--- config.mk ---
export PLATFORM = sky130hd
export DESIGN_NAME = epc_stack_unit
export DESIGN_NICKNAME = d
export VERILOG_FILES = /design/src/rtl/epc_stack_unit_pkg.sv /design/src/rtl/epc_ptr_ctrl.sv /design/src/rtl/epc_stack_unit.sv
export SDC_FILE = /design/constraint.sdc
export NUM_CORES = 1
export LEC_CHECK = 0
export CORE_MARGIN = 2
export CORE_UTILIZATION = 40
export CTS_CLUSTER_DIAMETER = 80
export DETAILED_ROUTE_END_ITERATION = 7
export PLACE_DENSITY = 0.65
export RECOVER_POWER = 100
export SLEW_MARGIN = 10
export SYNTH_ARGS = -nofsm -noshare
export SYNTH_HDL_FRONTEND = slang
export SYNTH_HIERARCHICAL = 1
export SYNTH_SLANG_ARGS = --single-unit
--- constraint.sdc ---
create_clock -name clk -period 4.87 [get_ports clk]
set_clock_uncertainty 0.05 [all_clocks]
set_input_delay 0.487 -clock clk [delete_from_list [all_inputs] [get_ports clk]]
set_output_delay 0.487 -clock clk [all_outputs]
set_load 0.01 [all_outputs]
--- src/rtl/epc_stack_unit_pkg.sv ---
// ---------------------------------------------------------------------------
// Module : epc_stack_unit_pkg
// Shared constants, enable/disable macros and entry tag type for the EPC stack.
// Rev    : 1.0 - initial release
// ---------------------------------------------------------------------------
`default_nettype none

`ifndef ENABLE
`define ENABLE 1'b1
`endif
`ifndef DISABLE
`define DISABLE 1'b0
`endif

package epc_stack_unit_pkg;
  localparam int EPC_WORD_W    = 32;
  localparam int EPC_BD_OFFSET = 4;

  typedef struct packed {
    logic err;
    logic bd;
  } epc_tag_t;
endpackage

`default_nettype wire

--- src/rtl/epc_ptr_ctrl.sv ---
// ---------------------------------------------------------------------------
// Module : epc_ptr_ctrl
// Top pointer, occupancy count, full/empty and sticky overflow for the EPC stack.
// Rev    : 1.0 - initial release
// ---------------------------------------------------------------------------
`default_nettype none

module epc_ptr_ctrl #(
  parameter int DEPTH = 4
) (
  input  logic                       clk,
  input  logic                       rst,
  input  logic                       push,
  input  logic                       pop,
  input  logic                       ovf_clr,
  output logic [$clog2(DEPTH)-1:0]   top_ptr,
  output logic [$clog2(DEPTH):0]     count,
  output logic                       full,
  output logic                       empty,
  output logic                       overflow
);
  localparam int PW = $clog2(DEPTH);
  localparam int CW = PW + 1;
  localparam logic [CW-1:0] C_DEPTH = CW'(DEPTH);

  logic [PW-1:0] r_ptr;
  logic [CW-1:0] r_count;
  logic          r_ovf;

  assign top_ptr  = r_ptr;
  assign count    = r_count;
  assign full     = (r_count == C_DEPTH);
  assign empty    = (r_count == '0);
  assign overflow = r_ovf;

  always_ff @(posedge clk) begin
    if (rst) begin
      r_ptr   <= '0;
      r_count <= '0;
      r_ovf   <= `DISABLE;
    end else begin
      // A push into a full stack wraps onto the oldest slot; count saturates.
      if (push) begin
        r_ptr <= r_ptr + PW'(1);
        if (!full) r_count <= r_count + CW'(1);
      end else if (pop && !empty) begin
        r_ptr   <= r_ptr - PW'(1);
        r_count <= r_count - CW'(1);
      end
      if (push && full)  r_ovf <= `ENABLE;
      else if (ovf_clr)  r_ovf <= `DISABLE;
    end
  end
endmodule

`default_nettype wire

--- src/rtl/epc_stack_unit.sv ---
// ---------------------------------------------------------------------------
// Module : epc_stack_unit
// Circular stack of exception PCs with error/BD tags. Option: EPC_BD_ADJUST_EN.
// Rev    : 1.0 - initial release
// ---------------------------------------------------------------------------
`default_nettype none

module epc_stack_unit
  import epc_stack_unit_pkg::*;
#(
  parameter int WIDTH = EPC_WORD_W,
  parameter int DEPTH = 4
) (
  input  logic                     clk,
  input  logic                     rst,
  input  logic                     exc_p,
  input  logic                     err_p,
  input  logic                     bd_p,
  input  logic [WIDTH-1:0]         pc_p,
  input  logic                     eret_p,
  input  logic                     we_s,
  input  logic [WIDTH-1:0]         write_data,
  input  logic                     ovf_clr,
  output logic [WIDTH-1:0]         read_data,
  output logic                     err_o,
  output logic                     bd_o,
  output logic [$clog2(DEPTH):0]   count_o,
  output logic                     full_o,
  output logic                     empty_o,
  output logic                     overflow_o
);
  localparam int PW = $clog2(DEPTH);

  logic [WIDTH-1:0] r_pc_mem  [DEPTH];
  epc_tag_t         r_tag_mem [DEPTH];

  logic [PW-1:0]    w_top;
  logic [PW-1:0]    w_slot;
  logic             w_push;
  logic             w_pop;
  logic             w_wr_top;
  logic [WIDTH-1:0] w_push_pc;
  epc_tag_t         w_push_tag;
  epc_tag_t         w_top_tag;
  logic [WIDTH-1:0] w_exc_pc;
  logic             w_exc_bd;

  // exc_p > eret_p > we_s; a software write into an empty stack acts as a push.
  assign w_push   = exc_p | (~eret_p & we_s & empty_o);
  assign w_pop    = ~exc_p & eret_p;
  assign w_wr_top = ~exc_p & ~eret_p & we_s & ~empty_o;
  assign w_slot   = w_top + PW'(1);

`ifdef EPC_BD_ADJUST_EN
  assign w_exc_pc = bd_p ? (pc_p - WIDTH'(EPC_BD_OFFSET)) : pc_p;
  assign w_exc_bd = bd_p;
`else
  logic w_unused;
  assign w_exc_pc = pc_p;
  assign w_exc_bd = 1'b0;
  assign w_unused = ^{bd_p, w_top_tag.bd};
`endif

  assign w_push_pc      = exc_p ? w_exc_pc : write_data;
  assign w_push_tag.err = exc_p & err_p;
  assign w_push_tag.bd  = exc_p & w_exc_bd;

  epc_ptr_ctrl #(
    .DEPTH (DEPTH)
  ) u_ptr_ctrl (
    .clk      (clk),
    .rst      (rst),
    .push     (w_push),
    .pop      (w_pop),
    .ovf_clr  (ovf_clr),
    .top_ptr  (w_top),
    .count    (count_o),
    .full     (full_o),
    .empty    (empty_o),
    .overflow (overflow_o)
  );

  always_ff @(posedge clk) begin
    if (rst) begin
      for (int i = 0; i < DEPTH; i++) begin
        r_pc_mem[i]  <= '0;
        r_tag_mem[i] <= '0;
      end
    end else if (w_push) begin
      r_pc_mem[w_slot]  <= w_push_pc;
      r_tag_mem[w_slot] <= w_push_tag;
    end else if (w_wr_top) begin
      r_pc_mem[w_top] <= write_data;
    end
  end

  assign w_top_tag = r_tag_mem[w_top];
  assign read_data = empty_o ? '0 : r_pc_mem[w_top];
  assign err_o     = ~empty_o & w_top_tag.err;
`ifdef EPC_BD_ADJUST_EN
  assign bd_o      = ~empty_o & w_top_tag.bd;
`else
  assign bd_o      = 1'b0;
`endif
endmodule

`default_nettype wire

; Yosys cells after proc, flatten, opt, wreduce, memory -nomap -nowiden
; Memory sizes are Yosys's and may differ from the RTL's. A register that Yosys moved wholly into a read port is not among the register bits.
; Index checks and enable logic that the tools add are counted.
[totals]
ff_bits = 6
ram_bits = 132
out_inout_bits = 40
elab_cells = 64
mem_count = 2
[memory_table]
columns = name, depth, word_bits, read_ports, rd_clocked_by_memory_dff, wr, line_no
row1 = r_pc_mem, 4, 32, 1, 1, 4, epc_stack_unit.sv:34  ; logic [WIDTH-1:0] r_pc_mem [DEPTH];
row2 = r_tag_mem, 4, 1, 1, 1, 4, epc_stack_unit.sv:35  ; epc_tag_t r_tag_mem [DEPTH];
[classes]
add_sub_neg = 4
n_eq_ne = 2
n_mux = 31
bitwise = 12
n_reduce_logical = 10
[ops]
columns = op, count
row1 = $mux 32, 4
row2 = $reduce_or 32->1, 2
row3 = $mux 2, 9
row4 = $mux 1, 15
row5 = $mux 3, 3
row6 = $and 1x1->1, 8
row7 = $reduce_bool 2->1, 2
row8 = $add 3x1->3 const B, 1
row9 = $eq 3x3->1 const B, 1
row10 = $logic_not 3->1, 1
row11 = $not 1->1, 3
row12 = $sub 3x1->3 const B, 1
row13 = $add 2x1->2 const B, 1
row14 = $logic_and 1x1->1, 2
row15 = $ne 2x2->1 const B, 1
row16 = $reduce_and 2->1, 1
row17 = $sub 2x1->2 const B, 1
row18 = $logic_not 1->1, 1
row19 = $or 1x1->1, 1
row20 = $reduce_or 1->1, 1

; Logic depth before layout (Yosys ltp)
; Gate-level depths: netlist of run 1.
[depth]
word_depth = 10
mapped_depth = 10
ltp_nobuf = 8

; By module
; Netlist of run 1, hierarchy kept.
[by_module_without_submodules]
columns = mod, n_inst, cells_per_inst, area_per_inst_um2, seq_area_each_um2
row1 = epc_stack_unit, 1, 453, 6685.2, 3963.8
row2 = epc_ptr_ctrl, 1, 42, 357.8, 120.1

; Least setup slack after synthesis of run 1
; No wires, ideal clock.
[synth_path]
path_kind = input port to flip-flop
start = in exc_p
end = mem r_pc_mem[3][0] (netlist name), enable pin
arrival_ps = 3563
required_ps = 4354
slack_ps = 792
stages = 6
path_cell_list = buf_2 clkbuf_1 buf_1 nor3b_1 a21oi_1 o21ai_0
[synth_rtl]
columns = item, line_no
row1 = start: declaration, epc_stack_unit.sv:16  ; input logic exc_p,
row2 = end: declaration, epc_stack_unit.sv:34

==> results of run 1 <==
worst max-delay path, stage by stage:
cell and delay, ns:
dlygate4sd3_1 0.56, nor3b_1 0.27, clkbuf_1 1.42, nand3_2 0.17, o211ai_1 0.42, buf_4 0.53
cell families after synthesis:
group / count (synthesis) / synth area share
AO/OA/AOI/OAI: 150 / 0.191
flip-flops: 138 / 0.580
AND/OR/NAND/NOR: 103 / 0.0778
buffers and inverters: 66 / 0.0382
multiplexers: 34 / 0.107
XOR/XNOR: 2 / 0.00249
adder cells (fa/ha/maj): 1 / 0.00284
other: 1 / 0.000532
final cells by class:
type	instances	area share
Sequential cell	138	0.468
Clock buffer	18	0.0491
Multi-Input combinational cell	291	0.288
Clock inverter	13	0.0256
Inverter	5	0.00215
Tap cell	225	0.0322
Timing Repair Buffer	123	0.135
final timing paths:
kind	start	to	slack [ns]	depth (start not counted)
max	we_s	r_pc_mem[2][17]	0.99	6
min	u_ptr_ctrl/overflow	u_ptr_ctrl/overflow	0.45	2
max reg2reg	u_ptr_ctrl/count[2]	r_pc_mem[3][31]	1.13	5
min reg2reg	u_ptr_ctrl/overflow	u_ptr_ctrl/overflow	0.45	2
cell usage after synthesis (2+ instances only):
master / n / area [µm²]
and3b_1: 2 / 17.5
nor2b_1: 35 / 219
nor3_1: 5 / 25.0
nand2_1: 5 / 18.8
nand3_1: 3 / 15.0
a2111oi_0: 2 / 17.5
buf_2: 14 / 70.1
mux4_2: 33 / 743
o21ai_0: 4 / 20.0
nor2_1: 40 / 150
a22oi_1: 32 / 240
a211oi_1: 65 / 488
edfxtp_1: 132 / 3960
a21oi_1: 3 / 15.0
buf_1: 5 / 18.8
or3_1: 2 / 12.5
o211ai_1: 3 / 22.5
inv_1: 5 / 18.8
nand3b_1: 2 / 15.0
dfxtp_1: 6 / 120
o22ai_1: 2 / 12.5
xor2_1: 2 / 17.5
clkbuf_1: 41 / 154
a2111oi_2: 30 / 450
per-layer routing:
metal  vias to the layer above  global-route usage  wire, µm
li1                       2199                   -         -
met1                      2372               0.246      7450
met2                       180               0.326      8660
met3                        15              0.0463      1050
met4                         0              0.0602       198
met5                         -                   0         0
flip-flops by register name, indices dropped and copies added, names as in the netlist:
| name | cells |
|---|---|
| u_ptr_ctrl/overflow | 1 |
| r_tag_mem | 4 |
| u_ptr_ctrl/top_ptr | 2 |
| r_pc_mem | 128 |
| u_ptr_ctrl/count | 3 |
metrics by stage:
stage | setup WS [ns] | power, µW | utilization | std cells | hold WS (ns)
after global placement | 1.37 | 2460 | 0.482 | 782 | 0.426
after global routing | 0.759 | 3940 | 0.507 | 813 | 0.497
final | 0.993 | 3790 | 0.507 | 813 | 0.451
after CTS | 1.43 | 3900 | 0.520 | 813 | 0.457
after detailed placement | 1.40 | 2480 | 0.482 | 782 | 0.439
after floorplan | 0.792 | 2070 | - | 495 | 0.468
power by group through the flow:
stage | Combinational, µW | Sequential, µW | Clock [µW]
global placement | 878 | 1580 | 0
global route | 867 | 1570 | 1500
floorplan | 553 | 1510 | 0
detailed placement | 889 | 1590 | 0
finish | 798 | 1550 | 1430
CTS | 893 | 1560 | 1450
==> flow_summary.toml, run 1 <==
[layout]
final_common_cell = "edfxtp_1"
layout-drive-gt1-share = 0.150
areaGrowthSynthToFinish_pct = 24.1
final_cell_mix = "edfxtp_1 (132), clkdlybuf4s50_1 (68), a211oi_1 (65), nor2_1 (40), dlygate4sd3_1 (39)"
fillers = 1433
stdcell_area_um2 = 8740
insertedDiodeCount = 0
multi_input_area_um2 = 2520
final_nets = 649
seqCellArea_um2 = 4090

[worst_setup_path]
end_kind = "flop"
cp-start-kind = "input pin"
worstSetupPathType = "input pin to flop"
cp_max_fo = 35
cp_data_arrival_time_ns = 3.88
worst_ep_required_time_ns = 4.88

[synth]
yosysWarnings = 6
synth-edff-count = 132
avgSynthCellArea_um2 = 14.2
synth_cells = 495
synth_nets = 568
synth_area_um2 = 7040
ys.flop_type = "edfxtp_1"
yosysUniqueCellTypes = 46
ys_seq_elements = 138
ys_seq_area_frac = 0.580
ys_async_sr_fraction = 0

[placement]
gp_congestion = 0.743
io_buffer_count = 109
dp_hpwl_um = 9690
place_area_um2 = 8320

[power_and_ir_drop]
pwr-share-clk = 0.379
peakVddDrop_uv = 314
combPwrFrac = 0.211
p_sw_frac = 0.263
leakagePower_uw = 0.00292
internal-power_uw = 2790
power.density_nw_per_um2 = 433
pwr-share-seq = 0.410
p_sw_uw = 997

[clocking]
cts.sinks = 138
ctsHtreeMaxLevel = 4
cts_resized = 0
cts_tree = "yes"
ctsHoldBuffers = 0
postCtsSetupRepairBufs = 0
clock_path_buffers = 2
clk_latency_ns = 0.41
cts_made_buffers = 17
path_clk_slew_ns = 0.06
cts_root_buf = "clkbuf_16"

[sta]
min_period_ns = 3.88
finalCritPeriodShare = 0.796
setup_viol_count_final = 0
tightest_slew_ns = 1.98
fmax_mhz = 258
slew_headroom = -0.333
slew_viol_final = 48
finalHoldViolations = 0
final.setup.tns_ns = 0
rsz0062_at_grt = "no"

[floorplanning]
io_pins = 112
rows = 48
die_h_um = 137
dieWidth_um = 137
core_area_um2 = 17200
dieArea_um2 = 18700
initial_utilization = 0.409

[detailed_routing]
detail_route.wl_per_cell_um = 21.4
via_count = 4766
dr.pass1.iters = 5
route.detailed.drc = 0
viasPerCell = 5.86
drt.antenna.violating_nets = 0
drtIter0Drc = 453
wl_um = 17400

[grt]
grt-ovfl-total = 0
antenna_found_initial = 0
track_usage = 0.193
grt_max_degree = 79
grt_pass1_wl_um = 26700
grt_pass1_vias = 4870

[outcome]
violations = "capacitance limit, slew limit"
status = "finished, violations left"

[job]
maxCapViolations = 2

[min_path]
min_path_type = "flop to flop"
(Power assumes the default switching activity.)
==> run 2, diff against run 1 <==
clock period = 3.64 ns   (was 4.87 ns; I/O delays follow)
==> run 2 against run 1 <==
Effect of this change:
- the run now ends clean
- worst hold slack got worse by 0.010 ns
- combinational power increased by 42%
- wire length increased by 3.3%
- utilization increased by 0.16 points
- critical path depth unchanged
- die area unchanged
- via count increased by 3.1%
- register-to-register slack got worse by 0.61 ns
- clock power increased by 15%
- setup slack got worse by 0.57 ns
- highest routed layer unchanged
==> flow_summary.toml, run 2 (synthesized netlist as in run 1, its figures left out) <==
[placement]
placed_cells = 788
dp_hpwl_um = 10100
io_buffer_count = 109
gp_congestion = 0.744
pre_cts_ws_ns = 0.717

[clocking]
cts_resized = 0
path_clk_slew_ns = 0.05
ctsHoldBuffers = 0
ctsHtreeMaxLevel = 4
cts_made_buffers = 17
cts.sinks = 138
clock_path_buffers = 2
clk_latency_ns = 0.41
cts_tree = "yes"
postCtsSetupRepairBufs = 0
cts_root_buf = "clkbuf_16"

[sta]
finalHoldViolations = 0
slew_viol_final = 0
setup_viol_count_final = 0
fmax_mhz = 311
whs_ns = 0.441
setup_ws_ns = 0.421
min_period_ns = 3.22
rsz0062_at_grt = "no"
final.setup.tns_ns = 0
finalCritPeriodShare = 0.884
tightest_slew_ns = 1.06
slew_headroom = 0.292

[min_path]
hold_path_end = "u_ptr_ctrl/overflow"
min_path_cells = 2
min_path_type = "flop to flop"
worstHoldStart = "u_ptr_ctrl/overflow"

[power_and_ir_drop]
total_power_uw = 4830
peakVddDrop_uv = 342
leakagePower_uw = 0.00292
power.density_nw_per_um2 = 551

[worst_setup_path]
ff2ff_path_depth = 7
cp-start-kind = "input pin"
rrSetupSlack_ns = 0.52
cp_data_arrival_time_ns = 3.34
regToRegStartpoint = "u_ptr_ctrl/count[2]"
r2r-end = "u_ptr_ctrl/count[2]"
worstSetupPathType = "input pin to flop"
cp_max_fo = 16
end_kind = "flop"
worst_ep_required_time_ns = 3.76

[grt]
track_usage = 0.196
grt_pass1_wl_um = 27100
antenna_found_initial = 0
grt-ovfl-total = 0
grt_max_degree = 87
grt_pass1_vias = 4944

[floorplanning]
core_area_um2 = 17200
dieArea_um2 = 18700
dieWidth_um = 137
rows = 48
initial_utilization = 0.409
die_h_um = 137
io_pins = 112

[layout]
largest_register_ffs = 128
layout-drive-gt1-share = 0.166
regMostFlops = "r_pc_mem"
areaGrowthSynthToFinish_pct = 24.5
final_common_cell = "edfxtp_1"
insertedDiodeCount = 0
finalNonFillerCells = 820
final_nets = 655
final_cell_mix = "edfxtp_1 (132), clkdlybuf4s50_1 (68), a211oi_1 (65), nor2_1 (40), dlygate4sd3_1 (39)"

[outcome]
status = "finished clean"

[detailed_routing]
detail_route.wl_per_cell_um = 21.9
viasPerCell = 5.99
drtIter0Drc = 460
route.detailed.drc = 0
drt.antenna.violating_nets = 0
via_count = 4914
dr.pass1.iters = 5
wl_um = 17900

[job]
maxCapViolations = 0
## run 2: critical path, cell delays in order
cell and delay (ns):
dlygate4sd3_1 0.58, nor3b_4 0.25, clkbuf_1 0.82, nand3_2 0.42
clkbuf_2 0.37, a2111oi_0 0.52
## run 2: final cells by class
| class | count | area (µm²) |
|---|---|---|
| inverter | 5 | 18.8 |
| clock inverter | 12 | 126 |
| sequential | 138 | 4090 |
| fill | 1458 | 8470 |
| clock buffer | 20 | 437 |
| multi-input combinational | 291 | 2570 |
| timing repair buffer | 129 | 1250 |
| tap | 225 | 282 |
## run 2: how the worst max path moves through the flow
stage | depth (start not counted) | start | endpoint | slack (ns)
2_1_floorplan | 5 | exc_p | r_pc_mem[2][0] | 0.35
3_3_place_gp | 7 | eret_p | u_ptr_ctrl/count[2] | 0.79
3_5_place_dp | 7 | eret_p | u_ptr_ctrl/count[2] | 0.72
4_1_cts | 4 | u_ptr_ctrl/top_ptr[1] | read_data[1] | 0.58
5_1_grt | 7 | u_ptr_ctrl/count[2] | u_ptr_ctrl/count[2] | 0.26
6_report | 6 | we_s | r_pc_mem[1][16] | 0.42
## run 2: routing by layer
| metal | share of wire | track usage | vias up |
|---|---|---|---|
| li1 | - | - | 2211 |
| met2 | 0.49 | 0.318 | 198 |
| met5 | 0 | 0 | - |
| met3 | 0.069 | 0.0426 | 20 |
| met4 | 0.014 | 0.0694 | 0 |
| met1 | 0.42 | 0.261 | 2485 |
## run 2: power by group
part	leakage [µW]	internal, µW	switching (µW)	total (µW)
logic	0.00122	528	605	1130
clock network	0.000265	1000	642	1640
registers	0.00144	1940	110	2050
## run 2: through the flow
| stage | cell area, µm² | util |
|---|---|---|
| 2_1_floorplan | 7040 | - |
| 3_3_place_gp | 8400 | 0.487 |
| 3_5_place_dp | 8400 | 0.487 |
| 4_1_cts | 8960 | 0.520 |
| 5_1_grt | 8770 | 0.509 |
| 6_report | 8770 | 0.509 |
==> run 3, diff against run 2 <==
clock period = 4.05 ns   (was 3.64 ns; I/O delays follow)
==> run 3 against run 2 <==
Effect of this change:
- the run now ends with capacitance limit, slew limit left
- clock power is 8% lower
- wire length down 2.6%
- final area grew 0.20%
- register-to-register slack better by 0.13 ns
- worst hold slack better by 0.0036 ns
- critical path type unchanged
==> flow_summary.toml, run 3 (synthesized netlist as in run 1, its figures left out) <==
[sta]
whs_ns = 0.444
slew_headroom = -0.363
min_period_ns = 3.45
finalHoldViolations = 0
setup_viol_count_final = 0
final.setup.tns_ns = 0
setup_ws_ns = 0.604
finalCritPeriodShare = 0.851
rsz0062_at_grt = "no"
slew_viol_final = 209
fmax_mhz = 290
tightest_slew_ns = 2.04

[layout]
areaGrowthSynthToFinish_pct = 24.8
fillers = 1450
largest_register_ffs = 128
final_nets = 656
insertedDiodeCount = 0
final_common_cell = "edfxtp_1"
regMostFlops = "r_pc_mem"
final_cell_mix = "edfxtp_1 (132), clkdlybuf4s50_1 (70), a211oi_1 (65), nor2_1 (40), dlygate4sd3_1 (37)"
layout-drive-gt1-share = 0.176

[clocking]
clock_path_buffers = 2
postCtsSetupRepairBufs = 0
path_clk_slew_ns = 0.06
ctsHoldBuffers = 0
cts.sinks = 138
ctsHtreeMaxLevel = 4
cts_made_buffers = 17
clk_latency_ns = 0.42
cts_tree = "yes"
cts_resized = 0
cts_root_buf = "clkbuf_16"

[min_path]
min_path_type = "flop to flop"
worstHoldStart = "u_ptr_ctrl/overflow"

[worst_setup_path]
cp-start-kind = "input pin"
worst_ep_required_time_ns = 4.20
worstSetupPathType = "input pin to flop"
critPathMaxStageDelay_ns = 1.18
end_kind = "flop"
cp_max_fo = 27
startpoint = "we_s"
regToRegStartpoint = "u_ptr_ctrl/count[0]"
path_cells = "clkdlybuf4s50_1 > nor3b_4 > clkbuf_1 > nand3_2 > clkbuf_2 > a2111oi_2"
cp_slowest_cell = "clkbuf_1"
cp_data_arrival_time_ns = 3.59

[grt]
track_usage = 0.196
grt-ovfl-total = 0
grt_pass1_vias = 4862
grt_max_degree = 74
antenna_found_initial = 0
grt_pass1_wl_um = 27000

[power_and_ir_drop]
power.density_nw_per_um2 = 498
leakagePower_uw = 0.00294
peakVddDrop_uv = 322
total_power_uw = 4380

[detailed_routing]
route.detailed.drc = 0
viasPerCell = 5.82
via_count = 4776
drtIter0Drc = 436
detail_route.wl_per_cell_um = 21.3
dr.pass1.iters = 5
drt.antenna.violating_nets = 0
wl_um = 17500

[placement]
dp_hpwl_um = 10100
pre_cts_ws_ns = 0.999
gp_congestion = 0.755
io_buffer_count = 109

[job]
maxCapViolations = 4

[floorplanning]
die_h_um = 137
dieWidth_um = 137
io_pins = 112
rows = 48
initial_utilization = 0.409
dieArea_um2 = 18700
core_area_um2 = 17200

[outcome]
violations = "capacitance limit, slew limit"
status = "finished, violations left"
[run 3: cell count changes in the layout (fill, tap and decap cells not counted), sizes merged]
cell,previous run,this run
buf,15,14
bufinv,2,3
clkbuf,27,28
clkdlybuf4s50,68,70
clkinv,7,10
clkinvlp,3,0
dlygate4sd3,39,37
[run 3: worst paths after layout]
check	depth (start not counted)	end	slack, ns
hold / removal	2	u_ptr_ctrl/overflow	0.44
setup / recovery	6	r_pc_mem[1][25]	0.60
setup reg to reg	5	r_pc_mem[0][28]	0.65
hold reg to reg	2	u_ptr_ctrl/overflow	0.44
[run 3: stage by stage]
step | cell area (µm²) | std cells | util
detailed placement | 8370 | 789 | 0.485
CTS | 8930 | 821 | 0.518
finish | 8790 | 821 | 0.510
floorplan | 7040 | 495 | -
global placement | 8370 | 789 | 0.485
global route | 8790 | 821 | 0.510
[run 3: report_power, final]
| group | switching [µW] | internal, µW |
|---|---|---|
| clock | 557 | 948 |
| combinational | 556 | 477 |
| sequential | 91.0 | 1750 |
| total | 1200 | 3170 |
[run 3: worst max-delay path: cells and delay by family]
family	cells	cell delay (ns)
AO/OA/AOI/OAI	1	0.46
buffers and inverters	3	2.07
AND/OR/NAND/NOR	2	0.63
[run 3: area by class of cell]
class	instances	area, µm²	share of cell area
Inverter	5	18.8	0.00214
Timing Repair Buffer	130	1220	0.138
Multi-Input combinational cell	291	2620	0.298
Sequential cell	138	4090	0.465
Clock inverter	13	133	0.0151
Clock buffer	19	433	0.0493
Tap cell	225	282	0.0320
[run 3: per-layer routing]
layer	part of all wire	GRT usage	wire, µm	up-vias
met5	0	0	0	-
met4	0.0078	0.0567	137	0
met3	0.065	0.0511	1130	14
met2	0.52	0.329	9030	168
met1	0.41	0.249	7170	2380
li1	-	-	-	2214
